`config.mk`:
```
export PLATFORM = sky130hd
export DESIGN_NAME = fixed_pt_log_sub
export DESIGN_NICKNAME = d
export VERILOG_FILES = /design/src/rtl/fixed_pt_log_sub.sv
export SDC_FILE = /design/constraint.sdc
export NUM_CORES = 1
export LEC_CHECK = 0
export BUFFER_PORTS_ARGS = -buffer_cell sky130_fd_sc_hd__buf_4
export CAP_MARGIN = 0
export CORE_MARGIN = 4
export CORE_UTILIZATION = 42
export CTS_CLUSTER_DIAMETER = 150
export DETAILED_ROUTE_END_ITERATION = 12
export GPL_TIMING_DRIVEN = 0
export PLACE_DENSITY = 0.77
export SLEW_MARGIN = 40
export SYNTH_ARGS = -nofsm -noshare
export SYNTH_HDL_FRONTEND = slang
export SYNTH_SLANG_ARGS = --single-unit
```
`constraint.sdc`:
```
create_clock -name clk -period 2.27 [get_ports clk]
set_clock_uncertainty 0.1 [all_clocks]
set_input_delay 0.1135 -clock clk [delete_from_list [all_inputs] [get_ports clk]]
set_output_delay 0.1135 -clock clk [all_outputs]
set_load 0.05 [all_outputs]
```
`src/rtl/fixed_pt_log_sub.sv`:
```
// One shift-add exponent iteration step: registered -ln(1-2^-i) constant and an 8.8 subtractor.
// Build option FIXED_PT_SAT_EN clamps the difference on signed overflow; otherwise it wraps.
module fixed_pt_log_sub #(
    parameter int XLEN_PIXEL = 8,
    parameter int IDX_W      = 5
) (
    input  logic                    clk,
    input  logic                    rst,
    input  logic [IDX_W-1:0]        i,
    input  logic [2*XLEN_PIXEL-1:0] a,
    output logic [2*XLEN_PIXEL-1:0] log_val,
    output logic [2*XLEN_PIXEL-1:0] out,
    output logic                    neg,
    output logic                    ovf
);

    localparam int W   = 2 * XLEN_PIXEL;
    localparam int MSB = W - 1;

    logic [W-1:0] r_log_val;
    logic [W-1:0] w_raw_diff;
    logic [W-1:0] w_out;
    logic         w_ovf;

    // Constants round(256 * -ln(1 - 2^-i)), half-up; i=0 is the infinite term, saturated.
    function automatic logic [W-1:0] log_lookup(input logic [IDX_W-1:0] idx);
        logic [W-1:0] v;
        case (idx)
            IDX_W'(0): v = W'(16'hFFFF);
            IDX_W'(1): v = W'(16'h00B1);
            IDX_W'(2): v = W'(16'h004A);
            IDX_W'(3): v = W'(16'h0022);
            IDX_W'(4): v = W'(16'h0011);
            IDX_W'(5): v = W'(16'h0008);
            IDX_W'(6): v = W'(16'h0004);
            IDX_W'(7): v = W'(16'h0002);
            IDX_W'(8): v = W'(16'h0001);
            IDX_W'(9): v = W'(16'h0001);
            default:   v = W'(16'h0000);
        endcase
        return v;
    endfunction

    // Log-constant register; reset has priority over the lookup.
    always_ff @(posedge clk) begin
        if (rst) begin
            r_log_val <= W'(16'h0000);
        end else begin
            r_log_val <= log_lookup(i);
        end
    end

    assign w_raw_diff = a - r_log_val;
    assign w_ovf      = (a[MSB] != r_log_val[MSB]) && (w_raw_diff[MSB] != a[MSB]);

    // Difference result: wrap by default, clamp toward the sign of a when saturation is built in.
    always_comb begin
        w_out = w_raw_diff;
`ifdef FIXED_PT_SAT_EN
        if (w_ovf) begin
            if (a[MSB]) begin
                w_out = {1'b1, {(W-1){1'b0}}};
            end else begin
                w_out = {1'b0, {(W-1){1'b1}}};
            end
        end else begin
            w_out = w_raw_diff;
        end
`else
        w_out = w_raw_diff;
`endif
    end

    assign log_val = r_log_val;
    assign out     = w_out;
    assign neg     = w_out[MSB];
    assign ovf     = w_ovf;

endmodule

```
# Word level (Yosys, flattened, before mapping)
# Memories as Yosys holds them, arrays and structs flattened. A register that Yosys moved wholly into a read port is not among the register bits.
# Index checks and enable logic that the tools add are counted.
[totals]
register_bits = 0
latchBits = 0
mem_bits_rw = 0
romBits = 256
input_bits = 23
out_inout_bits = 34
elab_cells = 6
mem_count = 1
[op_classes]
add_sub_neg = 1
mul = 0
n_div = 0
order_cmp = 0
eq_ne = 2
shift = 0
mux = 0
n_bitwise = 0
n_reduce_logical = 2
[mem_list]
columns = ["name", "depth", "word_bits", "rd", "rd_ports_with_merged_regs", "wr", "line", "rtl"]
rows = [
  ["(name not given)", 16, 16, 1, 1, 0, "28", "case (idx)"],
]
[op_table]
columns = ["cell", "count"]
rows = [
  ["subtractor 16 bit", 1],
  ["!= test 1 bit", 2],
  ["OR reduction 2 bit", 1],
  ["logical AND 1 bit", 1],
]

# Depth between registers and ports, before layout
# Gate-level depths: netlist (run 1).
[logic_depth]
word_depth = 3
mapped_depth = 9
ltp_nobuf = 9

# Least setup slack after synthesis (run 1)
# No wires, ideal clock.
[synth_timing]
path_kind = "register to output"
start = "register r_log_val[14], in the netlist log_val[14]"
end = "output port out[15]"
t_arrival_ns = 3.176
t_required_ns = 2.056
slack_ns = -1.120
stages_incl_launch_ff = 9
n_path_buf = 1
cell_sequence = "dfxtp_1 > inv_1 > ha_1 > a41oi_2 > o21ai_1 > or2_4 > or4_1 > nand3_1 > buf_4"
[synth_between]
elab_chain_cells = 1
[synth_rtl]
columns = ["element", "line", "rtl"]
rows = [
  ["from (decl)", "20", "logic [W-1:0] r_log_val;"],
  ["subtractor 16 bit", "53", "assign w_raw_diff = a - r_log_val;"],
  ["to (decl)", "12", "output logic [2*XLEN_PIXEL-1:0] out,"],
]
# Every way passes these cells.

# Worst setup path in the final report (run 1)
# Ends and elaborated chain as after synthesis.

==> out/qor.yml, run 1 <==
synth.area.top_cells: "ha_1 (16%), dfxtp_1 (16%), xnor2_1 (6.1%)"
largest_reg_flops: 9
finalCriticalPeriod_ns: 2.638
h-tree-depth: 1
rsz0062_at_grt: "true"
first_iter_violations: 80
violations: "setup timing"
nets: 269
syn_area_per_cell_sq_um: 7.699
grt_most_used_layer: "met2"
synth_cell_types: 42
grt_usage_pct: 26.57
use_met2_pct: 52.47
areaGrowthSynthToFinish_pct: 99.89
synth_common_cells: "ha_1 (15), inv_1 (15), a21oi_1 (13)"
grt-ovfl-total: 0
status: "finished with violations"
p_per_area_mw_per_mm2: 413.2
crit_start: "log_val[14]"
cts_root_buf: "clkbuf_4"
final.setup.worst_slack_ns: -0.3682
synth_edf_count: 0
drt_pass1_iterations: 4
slew_viol_final: 0
initial_utilization_pct: 45.38
viasPerCell: 5.822
ys.flop_type: "dfxtp_1"
design.portCount: 57
finalHoldViolCount: 0
antenna-diode-count: 0
hold_class: "input port to register"
end_kind: "output port"
met1_usage_pct: 28.57
die_area_sq_mm: 0.003652
worst_ep_arrival_time_ns: 2.42
grt_antenna_before_repair: 0
fillers: 112
syn-num-nets: 189
crit_required_ns: 2.06
vias: 1508
finish.utilization_pct: 90.71
p_total_uw: 953.8
core_region_area_sq_mm: 0.002545
drt_wl_total_mm: 4.689
async_flop_share_pct: 0
grt_pass1_wl_mm: 7.217
criticalPathCategory: "register to output port"
synth_seq_cells: 9
synth_top_area_share_pct: 16.25
slew_headroom_pct: 71.60
ctsLongestPathBuffers: 2
clkSlewWorstSetupHoldPaths_ns: 0.07
ys_warn_count: 0
crit_path_max_fanout: 8
setup_viol: 10
io_buffers: 55
max_freq_mhz: 379.1
post-place-cells: 235
synth_area_sq_mm: 0.001155
worst_pin_slew_ns: 0.4215
p_leak_uw: 0.0009756
hold_ws_ns: 0.1491
routedWlPerCell_um: 18.10
dp_hpwl_mm: 2.899
ir_worst_vdd_mv: 0.4839
drv_cap: 0
dieWidth_um: 60.44
stdcell_count: 259
period_share_pct: 116.2
core.rowCount: 18
crit_path_start_kind: "register"
tritoncts: "yes"
drc: 0
cts_made_buffers: 3
drive_gt1_share_pct: 65.50
cts.sinks: 9
gp_congestion: 0.7845
first_global_vias: 1510
drtAntennaViolNets: 0
grt_max_degree: 13
grtUsageMet3_pct: 2.553
yosysTopAreaCell: "ha_1"
ys_seq_area_share_pct: 15.60
worstHoldStart: "i[1]"
syn_inst: 150
die_h_um: 60.44
## through the flow
stage / setup TNS [ns] / cell area [sq um] / setup slack [ns]
finish: -2.362 / 2308 / -0.3682
global route: -3.046 / 2308 / -0.4072
CTS: -2.112 / 2228 / -0.3016
detailed placement: -0.8534 / 1921 / -0.2260
global placement: -0.5252 / 1921 / -0.1909
floorplan: -0.4818 / 1470 / -0.2216
## power by group
group	internal [uW]	switching [uW]	leakage (uW)
registers	157	2.80	0.0000788
logic	283	379	0.000882
clock network	68.1	63.5	0.0000150
total	508	445	0.000976
## critical path, cell delays in order, from the launching register on
cell	delay, ns
dfxtp_4	0.37
inv_8	0.11
ha_4	0.23
a41oi_2	0.23
o21ai_2	0.10
or2_4	0.26
or4_4	0.50
nand3_4	0.12
buf_8	0.10
buf_8	0.13
## routing by layer
| layer | wire (um) | vias up | part of all wire (%) |
|---|---|---|---|
| met5 | 0 | - | 0 |
| met4 | 159 | 0 | 3.4 |
| met3 | 303 | 15 | 6.5 |
| met2 | 2623 | 84 | 56 |
| met1 | 1603 | 724 | 34 |
| li1 | - | 685 | - |
## timing repair
item / CTS / global route
pin swaps: 22 / 10
setup endpoints to repair: 12 / 12
gates resized for setup: 31 / 13
cloned: 0 / 0
hold endpoints to repair: 5 / 0
hold buffers: 4 / 0
setup buffers: 12 / 5
## cell type report
cell class                 count  area, sq um  area share (%)
sequential                     9        203.9           8.835
clock buffer                   4        26.28           1.138
buffer                        10        75.07           3.252
timing repair buffer          75        629.4           27.26
inverter                      15        67.56           2.927
multi-input combinational    116         1269           54.96
tap                           30        37.54           1.626
## cell families after synthesis
kind of cell	Yosys count	synth area share [%]
and+or+nand+nor	46	21.02
AOI/OAI and AO/OA	39	22.86
buffers and inverters	25	10.73
adders and majority gates	16	17.98
xor gates and xnor gates	13	9.859
DFF	9	15.60
muxes	2	1.950
## cell usage in the layout (no fill, tap or decap), types with 2 or more instances in the layout
master | netlist | layout
a21oi_4 | 0 | 3
nand3_2 | 0 | 2
nor2_1 | 11 | 10
buf_6 | 0 | 11
xnor2_1 | 8 | 2
inv_1 | 15 | 11
buf_8 | 0 | 3
clkbuf_1 | 2 | 3
nand2_1 | 10 | 10
inv_2 | 0 | 2
mux2_2 | 2 | 2
a21oi_2 | 1 | 4
dlygate4sd3_1 | 0 | 4
xor2_1 | 5 | 3
nand3b_1 | 2 | 2
o21ai_0 | 6 | 5
nand3_1 | 5 | 2
o21a_1 | 3 | 3
xnor2_4 | 0 | 2
dfxtp_4 | 0 | 5
buf_4 | 8 | 65
a21oi_1 | 13 | 7
ha_4 | 0 | 10
nor3_1 | 4 | 4
o211ai_1 | 2 | 2
o21ai_4 | 0 | 2
dfxtp_2 | 0 | 4
or2_2 | 2 | 2
nor2b_4 | 0 | 2
ha_1 | 15 | 4
xnor2_2 | 0 | 4
clkbuf_4 | 0 | 3
## path summary, 6_finish.rpt
path,endpoint,depth (start not counted)
max,out[15],9
min,log_val[1],3
(Power assumes the default switching activity.)
==> inputs of run 2 (changes only) <==
==> constraint.sdc (replaced) <==
create_clock -name clk -period 2.27 [get_ports clk]
set_clock_uncertainty 0.1 [all_clocks]
set_input_delay 0.1135 -clock clk [delete_from_list [all_inputs] [get_ports clk]]
set_output_delay 0.1135 -clock clk [all_outputs]
set_load 0.1 [all_outputs]
==> run 2 against run 1 <==
Compared with the run above:
- the flow now stops in clock tree synthesis
- synthesized cell count did not move
- area after synthesis did not move
==> out/qor.yml, run 2 <==
status: "did not finish"
synth_top_area_share_pct: 16.25  # unchanged
cts.sinks: 9  # unchanged
ctsLongestPathBuffers: 2  # unchanged
initial_utilization_pct: 45.38  # unchanged
die_h_um: 60.44  # unchanged
ys_warn_count: 0  # unchanged
synth_common_cells: "ha_1 (15), inv_1 (15), a21oi_1 (13)"
io_buffers: 55  # unchanged
syn_inst: 150  # unchanged
synth_area_sq_mm: 0.001155  # unchanged
gp_congestion: 0.8482  # +8.1%
synth_edf_count: 0  # unchanged
synth_cell_types: 42  # unchanged
cts-resized-gates: 61  # +97%
synth.area.top_cells: "ha_1 (16%), dfxtp_1 (16%), xnor2_1 (6.1%)"
syn-num-nets: 189  # unchanged
syn_area_per_cell_sq_um: 7.699  # unchanged
async_flop_share_pct: 0  # unchanged
stop_stage: "clock tree synthesis"
core.rowCount: 18  # unchanged
cts_setup_buffers: 24  # +12
design.portCount: 57  # unchanged
first-error: "[ERROR DPL-0038] Utilization greater than 100%, impossible to legalize"
synth_seq_cells: 9  # unchanged
ys_seq_area_share_pct: 15.60  # unchanged
cts_made_buffers: 3  # unchanged
dp_hpwl_mm: 2.826  # -2.5%
ys.flop_type: "dfxtp_1"
dieWidth_um: 60.44  # unchanged
cts_root_buf: "clkbuf_4"
holdBufCountCts: 4  # unchanged
h-tree-depth: 1  # unchanged
yosysTopAreaCell: "ha_1"
==> run 2: cell counts after synthesis <==
No cell type changed its count.
==> run 2: kinds of logic after synthesis <==
logic type	Yosys count	synth area share, %
xor gates and xnor gates	13	9.859
and+or+nand+nor	46	21.02
AOI/OAI and AO/OA	39	22.86
muxes	2	1.950
adders and majority gates	16	17.98
DFF	9	15.60
buffers and inverters	25	10.73
==> run 2: stage by stage <==
stage               std cells  worst slack (ns)  setup TNS (ns)  instance area (sq um)
floorplan                 150           -0.5750          -3.311                   1610
global placement          235           -0.3380          -1.212                   2061
detailed placement        235           -0.4083          -1.508                   2061
==> inputs of run 3 (changes only) <==
--- a/config.mk
+++ b/config.mk
@@ -7,12 +7,11 @@
 export LEC_CHECK = 0
 export BUFFER_PORTS_ARGS = -buffer_cell sky130_fd_sc_hd__buf_4
 export CAP_MARGIN = 0
-export CORE_MARGIN = 4
-export CORE_UTILIZATION = 42
-export CTS_CLUSTER_DIAMETER = 150
+export CORE_AREA = 4 4 65 67
 export DETAILED_ROUTE_END_ITERATION = 12
+export DIE_AREA = 0 0 69 71
 export GPL_TIMING_DRIVEN = 0
-export PLACE_DENSITY = 0.77
+export PLACE_DENSITY_LB_ADDON = 0.15
 export SLEW_MARGIN = 40
 export SYNTH_ARGS = -nofsm -noshare
 export SYNTH_HDL_FRONTEND = slang
==> constraint.sdc (replaced) <==
create_clock -name clk -period 3 [get_ports clk]
set_clock_uncertainty 0.1 [all_clocks]
set_input_delay 0.15 -clock clk [delete_from_list [all_inputs] [get_ports clk]]
set_output_delay 0.15 -clock clk [all_outputs]
set_load 0.1 [all_outputs]
==> run 3 against run 2 <==
Compared with the run above:
- the flow now finishes without violations
==> out/qor.yml, run 3 (synthesized netlist as in run 1, its figures left out) <==
largest_reg_flops: 9
cts.sinks: 9  # unchanged
initial_utilization_pct: 31.78  # -14 points
die_area_sq_mm: 0.004899
crit_family: "simple AND/OR/NAND/NOR gates"
crit_path_start_kind: "register"
nets: 251
first_iter_violations: 43
worst_pin_slew_ns: 0.4369
routedWlPerCell_um: 12.30
rsz0062_at_grt: "false"
drv_cap: 0
ir_worst_vdd_mv: 0.1748
grt_usage_pct: 12.70
final_area_sq_mm: 0.001898
core_region_area_sq_mm: 0.003633
worst_path_max_delay_cell: "or4b_4"
die_h_um: 71  # +17%
mostFrequentLayoutCells: "buf_4 (59), inv_1 (14), a21oi_1 (13)"
finalCriticalPeriod_ns: 2.882
cts_made_buffers: 3  # unchanged
grt_max_degree: 14
drt_wl_total_mm: 3.185
areaGrowthSynthToFinish_pct: 64.36
dp_hpwl_mm: 2.689  # -4.9%
p_per_area_mw_per_mm2: 417.0
slew_viol_final: 0
p_comb_share_pct: 67.3
status: "finished clean"
criticalPathCategory: "register to output port"
cp_slowest_stage_delay_ns: 0.53
h-tree-depth: 1  # unchanged
p_clk_share_pct: 17.3
layout_commonest_cell: "buf_4"
grt_pass1_wl_mm: 5.244
drt_pass1_iterations: 4
viasPerCell: 4.803
path_buf_inv: 2
worst_ep_arrival_time_ns: 2.63
hold_ws_ns: 0.04680
p_leak_uw: 0.0008416
period_share_pct: 96.08
switchingPower_uw: 425.7
swShare_pct: 53.79
dpl-instance-area_sq_mm: 0.001802  # -13%
slew_headroom_pct: 70.82
clkSlewWorstSetupHoldPaths_ns: 0.04
tritoncts: "yes"
p_int_uw: 365.7
ctsLongestPathBuffers: 2  # unchanged
hold_class: "input port to register"
crit_required_ns: 2.75
first_global_vias: 1226
pwr-share-seq_pct: 15.5
io_buffers: 55  # unchanged
design.portCount: 57  # unchanged
critical_path.cell_chain: "inv_4, ha_2, a21oi_2, a21oi_1, or2_4, or4b_4, o211ai_4, buf_8"
cts_setup_buffers: 0  # -100%
drc: 0
cts_root_buf: "clkbuf_8"
max_freq_mhz: 346.9
drive_gt1_share_pct: 49.29
setup_viol: 0
core.rowCount: 22  # +4
finalHoldViolCount: 0
grt-ovfl-total: 0
vias: 1244
setup_tns_ns: 0
end_kind: "output port"
gp_congestion: 0.8152  # -3.9%
grt_antenna_before_repair: 0
dieWidth_um: 69  # +14%
antenna-diode-count: 0
drtAntennaViolNets: 0
crit_path_max_fanout: 13
-- run 3: repair_timing --
action | in CTS | in global routing
hold buffers | 2 | 0
resized for setup | 2 | 7
endpoints found under the hold margin | 1 | 0
setup endpoints to repair | 1 | 5
pin swaps | 0 | 0
cloned | 0 | 0
-- run 3: per-stage QoR --
stage                     setup slack [ns]  instances  total power [uW]  util [%]
after floorplan                   -0.09919        150             544.0         -
after global placement              0.2008        253             640.1     49.59
after detailed placement            0.1797        253             648.2     49.59
after CTS                          0.01820        259             790.1     51.55
after global routing              0.004291        259             827.7     52.24
final                               0.1177        259             791.4     52.24
-- run 3: path summary, 6_finish.rpt --
kind,startpoint,end,slack (ns),cells past startpoint
setup / recovery,log_val[14],ovf,0.12,8
hold / removal,i[0],log_val[2],0.05,2
-- run 3: power groups by stage --
stage / clock network (uW) / logic [uW] / registers (uW)
after global placement: 0 / 516 / 124
after global routing: 147 / 558 / 123
after detailed placement: 0 / 524 / 125
final: 137 / 532 / 122
after floorplan: 0 / 401 / 143
after CTS: 140 / 528 / 123
-- run 3: layout make-up --
type	instances	area (sq um)
fillers	353	1735
multi-input cells	116	1010
repair buffers	57	451.7
flip-flops and latches	9	201.4
plain buffers	10	71.32
well taps	48	60.06
inverters	15	58.81
clock buffers	4	45.04
-- run 3: metal layers --
metal  global-route usage (%)  vias up  wire [um]
li1                         -      644          -
met1                    14.35      558       1350
met2                    22.99       40       1616
met3                    3.125        2        197
met4                    4.772        0         19
met5                        0        -          0
